### src/rtl/ctrl_pipe_pkg.sv
// Shared definitions for the control pipeline stage.
// Holds the occupancy state encoding, the default bundle and counter widths,
// and a helper that converts a state into its entry count.
package ctrl_pipe_pkg;

  localparam int DEF_CTRL_W = 3;
  localparam int DEF_CNT_W  = 8;

  typedef enum logic [1:0] {
    EMPTY = 2'd0,
    ONE   = 2'd1,
    TWO   = 2'd2
  } state_t;

  // The state encoding doubles as the entry count, but keep the mapping
  // explicit so a re-encoding of the enum cannot silently break occupancy.
  function automatic logic [1:0] occ_of(input state_t s);
    logic [1:0] occ;
    occ = 2'd0;
    case (s)
      ONE:     occ = 2'd1;
      TWO:     occ = 2'd2;
      default: occ = 2'd0;
    endcase
    return occ;
  endfunction

endpackage

### src/rtl/ctrl_pipe_stage_sat_cnt.sv
// Saturating up-counter with a small increment amount.
// Ports:
//   clk    - clock, rising edge
//   reset  - asynchronous active-high reset, clears the count
//   amount - value added on each edge (0..3); 0 holds the count
//   count  - current count, sticks at 2^W-1 once reached
module sat_cnt #(
  parameter int W = 8
) (
  input  logic         clk,
  input  logic         reset,
  input  logic [1:0]   amount,
  output logic [W-1:0] count
);

  // Two guard bits let the sum exceed the maximum without wrapping, so the
  // saturation compare also works for very narrow counters.
  localparam logic [W+1:0] MAX = {2'b00, {W{1'b1}}};

  logic [W+1:0] sum;

  assign sum = {2'b00, count} + {{W{1'b0}}, amount};

  always_ff @(posedge clk or posedge reset) begin
    if (reset) begin
      count <= '0;
    end else begin
      count <= (sum > MAX) ? MAX[W-1:0] : sum[W-1:0];
    end
  end

endmodule

### src/rtl/ctrl_pipe_stage.sv
// Control-bundle pipeline stage with optional two-entry skid buffer.
// Ports:
//   clk, reset           - clock and asynchronous active-high reset
//   in_valid/in_ctrl     - upstream bundle offer
//   in_ready             - stage accepts the bundle this cycle
//   out_valid/out_ctrl   - downstream bundle (BUBBLE_VAL when nothing held)
//   out_ready            - downstream consumes the bundle this cycle
//   flush                - synchronous kill of held and incoming entries
//   occupancy            - number of entries held (0..2)
//   flush_cnt            - saturating count of entries discarded by flush
module ctrl_pipe_stage
  import ctrl_pipe_pkg::*;
#(
  parameter int                CTRL_W     = DEF_CTRL_W,
  parameter logic [CTRL_W-1:0] BUBBLE_VAL = '0,
  parameter int                SKID       = 1,
  parameter int                CNT_W      = DEF_CNT_W
) (
  input  logic              clk,
  input  logic              reset,
  input  logic              in_valid,
  input  logic [CTRL_W-1:0] in_ctrl,
  output logic              in_ready,
  output logic              out_valid,
  output logic [CTRL_W-1:0] out_ctrl,
  input  logic              out_ready,
  input  logic              flush,
  output logic [1:0]        occupancy,
  output logic [CNT_W-1:0]  flush_cnt
);

  state_t            state;
  state_t            next_state;
  logic [CTRL_W-1:0] main_q;
  logic [CTRL_W-1:0] skid_q;
  logic              rdy_q;
  logic              push;
  logic              pop;
  logic              load_main_in;
  logic              load_main_skid;
  logic              load_skid;
  logic [1:0]        flush_inc;

  assign push = in_valid & in_ready;
  assign pop  = out_valid & out_ready;

  // With the skid entry, ready is a pure register so no combinational path
  // runs from out_ready to in_ready. Without it, ready must look at out_ready
  // so a full single entry can still stream. rdy_q also holds ready low
  // during reset and until the first edge afterwards.
  generate
    if (SKID != 0) begin : g_skid
      assign in_ready = rdy_q;
    end else begin : g_noskid
      assign in_ready = rdy_q & ((state == EMPTY) | out_ready);
    end
  endgenerate

  assign out_valid = (state != EMPTY);
  assign out_ctrl  = out_valid ? main_q : BUBBLE_VAL;
  assign occupancy = occ_of(state);

  // Entries lost to a flush: everything held plus a push arriving that cycle.
  assign flush_inc = flush ? (occupancy + {1'b0, push}) : 2'd0;

  // Next-state and register-load decode; flush overrides everything.
  always_comb begin
    next_state     = state;
    load_main_in   = 1'b0;
    load_main_skid = 1'b0;
    load_skid      = 1'b0;
    if (flush) begin
      next_state = EMPTY;
    end else begin
      case (state)
        EMPTY: begin
          if (push) begin
            next_state   = ONE;
            load_main_in = 1'b1;
          end
        end
        ONE: begin
          if (push && !pop) begin
            if (SKID != 0) begin
              next_state = TWO;
              load_skid  = 1'b1;
            end
          end else if (!push && pop) begin
            next_state = EMPTY;
          end else if (push && pop) begin
            load_main_in = 1'b1;
          end
        end
        TWO: begin
          if (pop) begin
            next_state     = ONE;
            load_main_skid = 1'b1;
          end
        end
        default: next_state = EMPTY;
      endcase
    end
  end

  // State, data registers and the registered ready flag.
  always_ff @(posedge clk or posedge reset) begin
    if (reset) begin
      state  <= EMPTY;
      main_q <= BUBBLE_VAL;
      skid_q <= BUBBLE_VAL;
      rdy_q  <= 1'b0;
    end else begin
      state <= next_state;
      rdy_q <= (SKID != 0) ? (next_state != TWO) : 1'b1;
      if (flush) begin
        main_q <= BUBBLE_VAL;
        skid_q <= BUBBLE_VAL;
      end else begin
        if (load_main_in) begin
          main_q <= in_ctrl;
        end else if (load_main_skid) begin
          main_q <= skid_q;
        end
        if (load_skid) begin
          skid_q <= in_ctrl;
        end
      end
    end
  end

  sat_cnt #(
    .W(CNT_W)
  ) u_flush_cnt (
    .clk    (clk),
    .reset  (reset),
    .amount (flush_inc),
    .count  (flush_cnt)
  );

endmodule

### config.mk
export PLATFORM = sky130hd
export DESIGN_NAME = ctrl_pipe_stage
export DESIGN_NICKNAME = d
export VERILOG_FILES = /design/src/rtl/ctrl_pipe_pkg.sv /design/src/rtl/ctrl_pipe_stage_sat_cnt.sv /design/src/rtl/ctrl_pipe_stage.sv
export SDC_FILE = /design/constraint.sdc
export NUM_CORES = 1
export LEC_CHECK = 0
export CAP_MARGIN = 5
export CORE_MARGIN = 4
export CORE_UTILIZATION = 49
export DETAILED_ROUTE_END_ITERATION = 8
export MAX_ROUTING_LAYER = met4
export PLACE_DENSITY = 0.78
export SYNTH_ARGS = -nofsm -noshare
export SYNTH_HDL_FRONTEND = slang
export SYNTH_HIERARCHICAL = 1
export SYNTH_SLANG_ARGS = --single-unit
### constraint.sdc
create_clock -name clk -period 5.9 [get_ports clk]
set_input_delay 1.475 -clock clk [delete_from_list [all_inputs] [get_ports clk]]
set_output_delay 1.475 -clock clk [all_outputs]
set_load 0.02 [all_outputs]
==> out/metrics.yaml, run 1 <==
status: "finished, final reports clean"
die_y_um: 52.77
antenna_found_initial: 0
dr.pass1.iters: 4
clk_pin_slew_worst_paths_ns: 0.10
ff_latch_area_um2: 425.4
worstPathMaxFanout: 4
hold_violations: 0
fin_worst_skew_ns: 0.001189
synth_top_area_frac: 0.4331
synthesis.nets: 108
grt_overflow: 0
clkSinkCount: 17
worstSetupPathType: "in2reg"
ys_ff_latch: 17
ioPinCount: 23
die_area_um2: 2785
power_density_nw_per_um2: 308.9
cpPeakStageDelay_ns: 0.44
leakage_uw: 0.0005611
grt_max_degree: 12
yosysTopAreaCell: "dfrtp_1"
cp_slowest_cell: "clkdlybuf4s50_1"
setup_viol: 0
n_antenna_cell: 0
dp_hpwl_um: 1539
synth_area_leaders: "dfrtp_1 (43%), nor2_1 (4.2%), mux2i_1 (4.1%)"
cts_resized: 0
clock_latency_ns: 0.29
cts_tree: "done"
max-slew-margin-rel: 0.7067
layout_commonest_cell: "clkdlybuf4s50_1"
grt_pass1_wl_um: 3346
postCtsSetupBuffers: 0
start_kind: "primary input"
routed_via_density: 5.152
drv_cap: 0
place_area_um2: 1219
layout_common_cells: "clkdlybuf4s50_1 (22), dfrtp_1 (17), nor2_1 (11), inv_1 (9), nor2b_1 (6)"
grt_pass1_vias: 728
critPathRequiredTime_ns: 6.07
drtIter0Drc: 9
arrival_ns: 3.77
wl_per_cell_um: 13.41
syn_to_final_growth_pct: 26.88
antenna_left: 0
min_period_ns: 3.597
vias: 747
vdd_drop_max_mv: 0.2535
cts-hold-fix-buffers: 0
synth_flop_cell: "dfrtp_1"
synth_cells: 96
h-tree-depth: 1
synth-seq-area-share: 0.4331
max_freq_mhz: 278.0
multi_input_area_um2: 508.0
crit_path_end_kind: "flop"
ys_async_sr_fraction: 1.000
row_count: 15
cp_common_cell: "ha_1"
start_util: 0.5395
path_cells: "clkdlybuf4s50_1 -> nand2_1 -> inv_1 -> ha_1 -> and2_1 -> ha_1 -> fa_1 -> and4_2 -> a21oi_1 -> a31oi_1"
worst_pin_slew_ns: 0.4385
clk_path_buf_depth: 2
remaining_drc_errors: 0
ys_types: 34
gp_congestion: 0.8372
final_area_um2: 1246
layout.nets: 133
die_w_um: 52.77
syn_area_um2: 982.2
hold_ws_ns: 0.5136
finalSetupTns_ns: 0
drive_above_1_share: 0.1083
portBuffers: 22
rsz0062_at_grt: "no"
cts_buffers: 3
yosysWarnings: 6
routed_wl_um: 1945
grt_util_all_layers: 0.1722
postSynthAreaPerCell_um2: 10.23
core_um2: 1821
root_buffer: "clkbuf_4"
synth_edf_count: 0
hold_path_class: "reg2reg"
slew_viol_final: 0
nFillCells: 160
post-route-period-util: 0.6097
==> area by class of cell <==
cell class                 instances  share of cell area
tap                               25             0.02510
timing repair buffer              22              0.1767
clock inverter                     1            0.004016
inverter                           9             0.02711
multi-input combinational         68              0.4076
clock buffer                       3             0.01807
sequential                        17              0.3414
==> kinds of logic after synthesis <==
family / synth area share
XOR/XNOR: 0.01784
AND/OR/NAND/NOR: 0.2803
multiplexers: 0.06369
adder cells (fa/ha/maj): 0.05860
flip-flops: 0.4331
AO/OA/AOI/OAI: 0.09682
buffers and inverters: 0.04967
==> synthesized netlist by cell type (2+ instances only) <==
cell type and n:
ha_1 3, a22o_1 2, mux2i_1 4, a21oi_1 4, dfrtp_1 17, nand2b_1 3
nand2_1 4, nor2_1 11, nor3_1 2, nor2b_1 6, nand3_1 4, and2_1 2
mux2_2 2, or3_1 2, inv_1 9, a31oi_1 2, o21ai_0 2
==> metal layers <==
metal | global-route usage | part of all wire
met5 | - | 0
met2 | 0.2541 | 0.45
met3 | 0.03419 | 0.042
met4 | 0.07660 | 0.016
met1 | 0.2284 | 0.49
==> report_power, final <==
part | internal (uW) | total (uW) | switching [uW] | leakage, uW
clock | 25.2 | 62.5 | 37.2 | 0.0000177
combinational | 76.6 | 153 | 76.3 | 0.000334
sequential | 141 | 170 | 28.9 | 0.000210
total | 243 | 385 | 142 | 0.000561
==> stage by stage <==
stage	worst slack, ns	std cells	power (uW)	utilization
floorplan	2.599	96	255.3	-
global placement	2.057	141	321.5	0.6694
detailed placement	1.988	141	326.2	0.6694
CTS	2.310	145	390.4	0.6845
global route	2.171	145	414.2	0.6845
finish	2.303	145	385.0	0.6845
==> flip-flops by register name, indices dropped and copies added, names as in the netlist <==
register	flops
main_q	3
state	2
skid_q	3
in_ready	1
u_flush_cnt/count	8
==> critical path, delay by kind of cell <==
| kind | cells | cell delay (ns) |
|---|---|---|
| adder cells (fa/ha/maj) | 3 | 0.91 |
| buffers and inverters | 2 | 0.51 |
| AO/OA/AOI/OAI | 2 | 0.21 |
| AND/OR/NAND/NOR | 3 | 0.67 |
==> path summary, 6_finish.rpt <==
kind | from | endpoint | slack, ns | cells after the start
setup / recovery | in_valid | u_flush_cnt/count[6] | 2.30 | 10
hold / removal | main_q[1] | main_q[1] | 0.51 | 1
setup reg to reg | state[1] | u_flush_cnt/count[6] | 3.49 | 8
hold reg to reg | main_q[1] | main_q[1] | 0.51 | 1
max in group asynchronous | reset | skid_q[1] | 4.17 | 2
min in group asynchronous | reset | u_flush_cnt/count[4] | 1.46 | 2
(Power assumes the default switching activity.)
==> run 2, diff against run 1 <==
- CORE_UTILIZATION: 49 -> 48
- PLACE_DENSITY: 0.78 -> 0.76
- clock period: 5.9 -> 3.5 ns (I/O delays scaled with it)
==> out/metrics.yaml, run 2 (synthesized netlist as in run 1, its figures left out) <==
grt_util_all_layers: 0.1746
clkSinkCount: 17
wl_per_cell_um: 13.12
grt_overflow: 0
cp_common_cell: "ha_1"
grt_pass1_wl_um: 3484
power_density_nw_per_um2: 514.3
core_um2: 1962
die_area_um2: 2834
cp_slowest_cell: "clkdlybuf4s50_1"
nFillCells: 195
cpPeakStageDelay_ns: 0.51
remaining_drc_errors: 0
drtIter0Drc: 9
min_path_cells: 1
routed_wl_um: 1955
dr.pass1.iters: 4
layout_setup_ws_ns: 0.6196
startpoint: "in_valid"
ioPinCount: 23
cts_resized: 0
postCtsSetupBuffers: 0
antenna_found_initial: 0
critPathTopFamily: "adder cells"
hold_start: "main_q[1]"
status: "finished, final reports clean"
die_w_um: 53.24
vdd_drop_max_mv: 0.5157
cts-hold-fix-buffers: 0
root_buffer: "clkbuf_4"
finalSetupTns_ns: 0
portBuffers: 22
start_util: 0.5006
dp_hpwl_um: 1537
max-slew-margin-rel: 0.7170
clk_pin_slew_worst_paths_ns: 0.10
drive_above_1_share: 0.1230
worst_pin_slew_ns: 0.4223
syn_to_final_growth_pct: 28.66
reg2reg_depth: 8
r2r_start: "state[1]"
hold_path_class: "reg2reg"
antenna_left: 0
min_period_ns: 2.880
clk_path_buf_depth: 2
crit_path_end_kind: "flop"
largest_reg_flops: 8
cts_buffers: 3
worstPathBufferInverterCount: 2
start_kind: "primary input"
layout_common_cells: "clkdlybuf4s50_1 (22), dfrtp_1 (17), nor2_1 (11), inv_1 (9), nor2b_1 (6)"
clock_latency_ns: 0.28
setup_viol: 0
worstSetupPathType: "in2reg"
path_cells: "clkdlybuf4s50_1 -> nand2_1 -> inv_1 -> ha_1 -> and2_1 -> ha_1 -> fa_1 -> and4_2 -> a21oi_1 -> a31oi_1"
place_ws_ns: 0.3324
worstPathMaxFanout: 4
grt_max_degree: 11
gp_congestion: 0.8306
critical_path_cell_count: 10
max_freq_mhz: 347.2
layout.nets: 135
critPathRequiredTime_ns: 3.66
cts_tree: "done"
routed_via_density: 5.067
slew_viol_final: 0
reg.largest.list: "u_flush_cnt/count: 8 flops, main_q: 3 flops, skid_q: 3 flops"
rsz0062_at_grt: "no"
h-tree-depth: 1
regMostFlops: "u_flush_cnt/count"
post-route-period-util: 0.8230
hold_violations: 0
arrival_ns: 3.04
vias: 755
layout_commonest_cell: "clkdlybuf4s50_1"
fin_worst_skew_ns: 0.004140
n_antenna_cell: 0
drv_cap: 0
row_count: 16
die_y_um: 53.24
grt_pass1_vias: 767
leakage_uw: 0.0005707
==> run 2: changes by cell type in the layout (fill, tap and decap cells not counted) <==
cell / change
buf_4: +2
==> run 2: power by group <==
part           leakage, uW  total (uW)  internal (uW)  switching [uW]
logic             0.000343         259            131             128
clock network    0.0000177         102           42.4            60.0
registers         0.000210         289            237            51.7
total             0.000571         650            411             239
==> run 2: final timing paths <==
check / to / slack (ns)
min in group asynchronous: u_flush_cnt/count[4] / 0.86
max reg2reg: u_flush_cnt/count[6] / 1.11
max in group asynchronous: state[1] / 2.39
min reg2reg: main_q[1] / 0.52
max: u_flush_cnt/count[6] / 0.62
min: main_q[1] / 0.52
==> run 2: final cells by class <==
type | instances | area, um2 | share of cell area
Timing Repair Buffer | 24 | 235.2 | 0.1861
Tap cell | 27 | 33.78 | 0.02673
Sequential cell | 17 | 425.4 | 0.3366
Clock buffer | 3 | 22.52 | 0.01782
Inverter | 9 | 33.78 | 0.02673
Clock inverter | 1 | 5.005 | 0.003960
Multi-Input combinational cell | 68 | 508.0 | 0.4020
==> run 2: per-layer routing <==
metal	up-vias	wire, um	GRT usage
met5	-	0	-
met4	0	16	0.06383
met3	2	59	0.02535
met2	12	894	0.2592
met1	360	985	0.2411
li1	381	-	-
==> run 2: worst reg2reg max path, delay by kind of cell (launching register included) <==
kind	cells	cell delay (ns)
adders and majority gates	3	0.89
and+or+nand+nor	3	0.65
DFF	1	0.51
AOI/OAI and AO/OA	2	0.21
==> run 2: through the flow <==
stage,cells,power (uW),hold WS (ns),cell area [um2],util
floorplan,96,430.4,0.4649,982.2,-
global placement,145,544.5,0.4828,1236,0.6301
detailed placement,145,551.0,0.5033,1236,0.6301
CTS,149,656.4,0.5249,1264,0.6441
global route,149,699.0,0.5596,1264,0.6441
finish,149,650.0,0.5235,1264,0.6441
